`src/rtl/pixel_ingest_binarizer_pkg.sv`:
```
// Shared types and constants for the pixel ingest / binarizer block.
// Optional SOF restart checking is enabled with INGEST_SOF_CHECK_EN.
package ingest_pkg;

    typedef enum logic [1:0] {
        IDLE = 2'd0,
        LOAD = 2'd1,
        DONE = 2'd2,
        WAIT = 2'd3
    } state_e;

    localparam logic PIX_FG = 1'b1;
    localparam logic PIX_BG = 1'b0;

    function automatic int frame_pixels(input int n);
        return n * n;
    endfunction

endpackage

```
`src/rtl/pixel_ingest_binarizer_if.sv`:
```
// Valid/ready pixel stream carrying a start-of-frame marker.
interface pixel_ingest_binarizer_if #(
    parameter int W = 8
);
    logic         s_valid;
    logic         s_sof;
    logic [W-1:0] s_data;
    logic         s_ready;

    modport master (
        output s_valid,
        output s_sof,
        output s_data,
        input  s_ready
    );

    modport slave (
        input  s_valid,
        input  s_sof,
        input  s_data,
        output s_ready
    );
endinterface

```
`src/rtl/pixel_ingest_binarizer_thresholder.sv`:
```
// Registered compare stage: one write strobe per accepted pixel.
module pixel_thresholder
    import ingest_pkg::*;
#(
    parameter int           W  = 8,
    parameter logic [W-1:0] FG = {W{PIX_FG}}
) (
    input  logic         clk,
    input  logic         rst_n,
    input  logic         i_wr,
    input  logic [W-1:0] i_pix,
    input  logic [W-1:0] i_thr,
    output logic         o_we,
    output logic [W-1:0] o_data
);
    logic         r_we;
    logic [W-1:0] r_data;

    always_ff @(posedge clk or negedge rst_n) begin
        if (!rst_n) begin
            r_we   <= 1'b0;
            r_data <= {W{PIX_BG}};
        end else begin
            r_we <= i_wr;
            if (i_wr)
                r_data <= (i_pix >= i_thr) ? FG : {W{PIX_BG}};
        end
    end

    assign o_we   = r_we;
    assign o_data = r_data;
endmodule

```
`src/rtl/pixel_ingest_binarizer.sv`:
```
// Frame loader: binarizes N*N pixels, then waits for proc_done.
// Define INGEST_SOF_CHECK_EN to restart a frame on SOF during LOAD.
module pixel_ingest_binarizer
    import ingest_pkg::*;
#(
    parameter int                    N          = 8,
    parameter int                    bitSize    = 6,
    parameter int                    pixelWidth = 8,
    parameter logic [pixelWidth-1:0] FG_VALUE   = {pixelWidth{1'b1}}
) (
    input  logic                  clk,
    input  logic                  rst_n,
    pixel_ingest_binarizer_if.slave s,
    input  logic [pixelWidth-1:0] threshold,
    input  logic                  proc_done,
    output logic                  we,
    output logic [pixelWidth-1:0] data_out,
    output logic [bitSize:0]      pix_cnt,
    output logic                  frame_done,
`ifdef INGEST_SOF_CHECK_EN
    output logic                  sof_err,
`endif
    output logic                  busy
);
    localparam logic [1:0] ST_IDLE = IDLE;
    localparam logic [1:0] ST_LOAD = LOAD;
    localparam logic [1:0] ST_DONE = DONE;
    localparam logic [1:0] ST_WAIT = WAIT;

    localparam logic [bitSize:0] FRAME_CNT =
        (bitSize+1)'(frame_pixels(N));

    logic [1:0]            r_state;
    logic [1:0]            w_state_nxt;
    logic                  r_ready;
    logic [bitSize:0]      r_cnt;
    logic [bitSize:0]      w_cnt_nxt;
    logic [pixelWidth-1:0] r_thr;
    logic [pixelWidth-1:0] w_thr_use;
    logic                  w_acc;
    logic                  w_restart;
    logic                  w_sof_acc;
    logic                  w_wr;

    assign w_acc = s.s_valid && r_ready;

`ifdef INGEST_SOF_CHECK_EN
    logic r_sof_err;
    assign w_restart = w_acc && s.s_sof && (r_state == ST_LOAD);
    assign sof_err   = r_sof_err;
`else
    assign w_restart = 1'b0;
`endif

    assign w_sof_acc = (w_acc && s.s_sof && (r_state == ST_IDLE))
                     || w_restart;
    assign w_wr      = w_sof_acc || (w_acc && (r_state == ST_LOAD));
    // The SOF pixel is judged against the threshold it brings with it.
    assign w_thr_use = w_sof_acc ? threshold : r_thr;

    always_comb begin
        w_state_nxt = r_state;
        w_cnt_nxt   = r_cnt;
        case (r_state)
            ST_IDLE: begin
                if (w_sof_acc) begin
                    w_cnt_nxt   = (bitSize+1)'(1);
                    w_state_nxt = ST_LOAD;
                end
            end
            ST_LOAD: begin
                if (w_restart) begin
                    w_cnt_nxt = (bitSize+1)'(1);
                end else if (w_acc) begin
                    w_cnt_nxt = r_cnt + 1'b1;
                    if (r_cnt + 1'b1 == FRAME_CNT)
                        w_state_nxt = ST_DONE;
                end
            end
            ST_DONE: w_state_nxt = ST_WAIT;
            ST_WAIT: begin
                if (proc_done) begin
                    w_cnt_nxt   = '0;
                    w_state_nxt = ST_IDLE;
                end
            end
            default: w_state_nxt = ST_IDLE;
        endcase
    end

    always_ff @(posedge clk or negedge rst_n) begin
        if (!rst_n) begin
            r_state <= ST_IDLE;
            r_ready <= 1'b0;
            r_cnt   <= '0;
            r_thr   <= '0;
        end else begin
            r_state <= w_state_nxt;
            r_ready <= (w_state_nxt == ST_IDLE)
                    || (w_state_nxt == ST_LOAD);
            r_cnt   <= w_cnt_nxt;
            if (w_sof_acc)
                r_thr <= threshold;
        end
    end

`ifdef INGEST_SOF_CHECK_EN
    always_ff @(posedge clk or negedge rst_n) begin
        if (!rst_n)
            r_sof_err <= 1'b0;
        else
            r_sof_err <= w_restart;
    end
`endif

    pixel_thresholder #(
        .W  (pixelWidth),
        .FG (FG_VALUE)
    ) u_thr (
        .clk    (clk),
        .rst_n  (rst_n),
        .i_wr   (w_wr),
        .i_pix  (s.s_data),
        .i_thr  (w_thr_use),
        .o_we   (we),
        .o_data (data_out)
    );

    assign s.s_ready  = r_ready;
    assign pix_cnt    = r_cnt;
    assign frame_done = (r_state == ST_DONE);
    assign busy       = (r_state == ST_DONE) || (r_state == ST_WAIT);
endmodule

```
`src/flat_wrapper.sv`:
```
// flat-port wrapper written by rule: the top's interface ports become plain ports
module pixel_ingest_binarizer_flat import ingest_pkg::*;
#(
    parameter int                    N          = 8,
    parameter int                    bitSize    = 6,
    parameter int                    pixelWidth = 8,
    parameter logic [pixelWidth-1:0] FG_VALUE   = {pixelWidth{1'b1}}
)
  (clk, rst_n, threshold, proc_done, we, data_out, pix_cnt, frame_done, busy, s_s_valid, s_s_sof, s_s_data, s_s_ready);
  pixel_ingest_binarizer_if #(.W(8)) s_i ();
  input  logic clk;
  input  logic rst_n;
  input  logic [pixelWidth-1:0] threshold;
  input  logic proc_done;
  output logic we;
  output logic [pixelWidth-1:0] data_out;
  output logic [bitSize:0] pix_cnt;
  output logic frame_done;
  output logic busy;
  input wire logic [$bits(s_i.s_valid)-1:0] s_s_valid;
  input wire logic [$bits(s_i.s_sof)-1:0] s_s_sof;
  input wire logic [$bits(s_i.s_data)-1:0] s_s_data;
  output wire logic [$bits(s_i.s_ready)-1:0] s_s_ready;
  assign s_i.s_valid = s_s_valid;
  assign s_i.s_sof = s_s_sof;
  assign s_i.s_data = s_s_data;
  assign s_s_ready = s_i.s_ready;
  pixel_ingest_binarizer #(.N(N), .bitSize(bitSize), .pixelWidth(pixelWidth), .FG_VALUE(FG_VALUE)) u_core (.clk(clk), .rst_n(rst_n), .s(s_i), .threshold(threshold), .proc_done(proc_done), .we(we), .data_out(data_out), .pix_cnt(pix_cnt), .frame_done(frame_done), .busy(busy));
endmodule
```
`config.mk`:
```
export PLATFORM = sky130hd
export DESIGN_NAME = pixel_ingest_binarizer_flat
export DESIGN_NICKNAME = d
export VERILOG_FILES = /design/src/rtl/pixel_ingest_binarizer_pkg.sv /design/src/rtl/pixel_ingest_binarizer_if.sv /design/src/rtl/pixel_ingest_binarizer_thresholder.sv /design/src/rtl/pixel_ingest_binarizer.sv /design/src/flat_wrapper.sv
export SDC_FILE = /design/constraint.sdc
export NUM_CORES = 1
export LEC_CHECK = 0
export CORE_MARGIN = 3
export CORE_UTILIZATION = 46
export DETAILED_ROUTE_END_ITERATION = 8
export PLACE_DENSITY = 0.79
export RECOVER_POWER = 100
export SLEW_MARGIN = 20
export SYNTH_ARGS = -nofsm -noshare
export SYNTH_HDL_FRONTEND = slang
export SYNTH_SLANG_ARGS = --single-unit
```
`constraint.sdc`:
```
create_clock -name clk -period 2.9 [get_ports clk]
set_clock_uncertainty 0.15 [all_clocks]
set_input_delay 0.725 -clock clk [delete_from_list [all_inputs] [get_ports clk]]
set_output_delay 0.725 -clock clk [all_outputs]
set_load 0.02 [all_outputs]
```
==> run metrics <==
total number of vias 1031; internal power ~600 uW; cts bufs inserted 3; critical path endpoint category flop; DRT iter0 DRCs 37; Peak Freq approximately 370 MHz; Leakage roughly 0.75 nW; Die ar. approximately 3500 sq um; worst hold margin between 300 and 400 ps; dominant synthesized flop cell dfrtp_1; # setup viols final 0; status finished clean; clock tree sinks 20; htree depth 1; critical path class in -> reg; layout cells sized above 1 0.143; synthesis warning total 0; Root Driver clkbuf_4; post-synthesis register bit count 20; Startpoint Class primary input; relative slew slack 0.272; Post-synth EDFFs 0; Final Cell Area between 1500 and 2000 sq um; minimum clock period around 2700 ps; Avg WL per Cell about 15 um; Mapped Area between 1000 and 1500 sq um; Mean Syn Cell Area approximately 11 sq um; Fill cells 208; Synth cell types 42; fraction of registers with async set/reset 1.00; core area around 2600 sq um; Hold Crit Class reg -> reg; GP Congestion 0.771; Reg power frac 0.424; ANT nets after route 0; drt total wl between 2000 and 3000 um; vias in the first global route 991; most frequent cells in the layout dlygate4sd3_1 (20), dfrtp_1 (20), clkdlybuf4s50_1 (19); unrepaired setup endpoints after global routing false; VDD IR max 545 uV; Hold Violations, Final 0; Pwr Density 585 nW/um^2; DRC viols 0; CTS tree done; final-report max-slew violation count 0; Area after DPL 1690 sq um; Nets between 150 and 200; IO Port Bufs 39; switching pwr between 300 and 400 uW; Clock power frac 0.131; sequential area share after synthesis 0.385; GRT Resource Usage Total 0.168; Final period util 0.933; CP max FO 6; Mapped Nets between 100 and 150; worst-case clock buffer depth 2; slew of the pin with the lowest slew margin 1090 ps; clk slew on worst S/H paths roughly 110 ps; Antenna Cells 0; Worst-Skew Late Latency ~300 ps; maximum number of pins on one net before global-route repair 21; switch share 0.382; combinational share of power 0.445; initial antenna violation count 0; Final HPWL DP about 2100 um; global-route wire length before repair about 4500 um; Detailed Routing Iterations Pass 1 4; Initial Utilization 0.501; die height 59.1 um; Rows 18; Die W just under 60 um; Max-Cap Viols 0; Critical Path AT around 2800 ps; CP Data Required Time ~3000 ps; Setup TNS 0 ps; instance count of the mapped netlist about 120; io pins 40; P&R area growth vs syn 30.3%; global route total overflow 0; via-per-instance ratio between 5 and 6
==> synth_stat cells, types with 3 or more instances <==
cell      n  area (sq um)
dfrtp_1  20           500
ha_1      9           113
buf_4     8          60.1
mux2i_1   8          80.1
nand3_1   8          40.0
nand2_1   7          26.3
mux2_2    5          56.3
a21oi_1   4          20.0
mux2_4    4          60.1
a31oi_1   3          18.8
nor2b_1   3          18.8
o21ai_0   3          15.0
==> registers in the layout (all words and copies together) (netlist names) <==
| signal | count |
|---|---|
| u_core.s.s_ready | 1 |
| u_core.u_thr.o_we | 1 |
| u_core.pix_cnt | 7 |
| u_core.r_thr | 8 |
| u_core.r_state | 2 |
| u_core.u_thr.o_data | 1 |
==> power groups by stage <==
stage / Combinational (mW) / Sequential [mW] / Clock [mW]
2_1_floorplan: 0.255 / 0.460 / 0
3_3_place_gp: 0.469 / 0.418 / 0
3_5_place_dp: 0.477 / 0.426 / 0
4_1_cts: 0.480 / 0.420 / 0.135
5_1_grt: 0.481 / 0.433 / 0.147
6_report: 0.440 / 0.419 / 0.130
==> worst max-delay path, cell delays in order <==
cell	delay [ps]
clkdlybuf4s50_1	470
and3b_2	230
nand2_4	70
nor2_8	110
buf_6	140
mux2i_2	210
ha_1	260
a21oi_1	120
o21ai_0	90
a41oi_1	220
o21ai_1	90
==> final timing paths <==
path	from	end	slack, ps	cells past startpoint
max in group asynchronous	rst_n	u_core.r_thr[1]	960	2
setup reg to reg	u_core.r_state[1]	u_core.u_thr.o_data[6]	510	10
min in group asynchronous	rst_n	u_core.r_state[1]	980	2
hold reg to reg	u_core.r_thr[0]	u_core.r_thr[0]	370	1
setup / recovery	s_s_valid	u_core.u_thr.o_data[6]	200	11
hold / removal	u_core.r_thr[0]	u_core.r_thr[0]	370	1
==> per-layer routing <==
layer  vias to the layer above  routed length, um  GRT usage
li1                        508                  -          -
met1                       484               1190      0.227
met2                        37               1330      0.273
met3                         2                153     0.0414
met4                         0                 15     0.0356
met5                         -                  0          0
==> logic make-up after synthesis <==
group,after synthesis,synth area share
AOI/OAI and AO/OA,23,0.121
and+or+nand+nor,32,0.162
adders and majority gates,9,0.0867
xor gates and xnor gates,1,0.00674
muxes,17,0.151
buffers and inverters,13,0.0867
DFF,20,0.385
==> through the flow <==
| step | util | worst slack, ps | total power, mW | std cells |
|---|---|---|---|---|
| 2_1_floorplan | - | 381 | 0.715 | 115 |
| 3_3_place_gp | 0.651 | -81.3 | 0.888 | 181 |
| 3_5_place_dp | 0.651 | -183 | 0.903 | 181 |
| 4_1_cts | 0.659 | 127 | 1.04 | 184 |
| 5_1_grt | 0.653 | 20.6 | 1.06 | 184 |
| 6_report | 0.653 | 195 | 0.989 | 184 |
==> what timing repair did <==
action	in CTS	in global routing
hold buffers	0	0
resized for setup	0	3
buffers inserted	0	0
setup endpoints to repair	0	1
==> layout make-up <==
type                    count  area (sq um)  share of cell area
clock buffers               3          22.5              0.0133
well taps                  30          37.5              0.0222
repair buffers             48           454               0.268
multi-input cells          82           673               0.398
flip-flops and latches     20           500               0.296
inverters                   1          3.75             0.00222
Power figures use the tool's default switching activity.
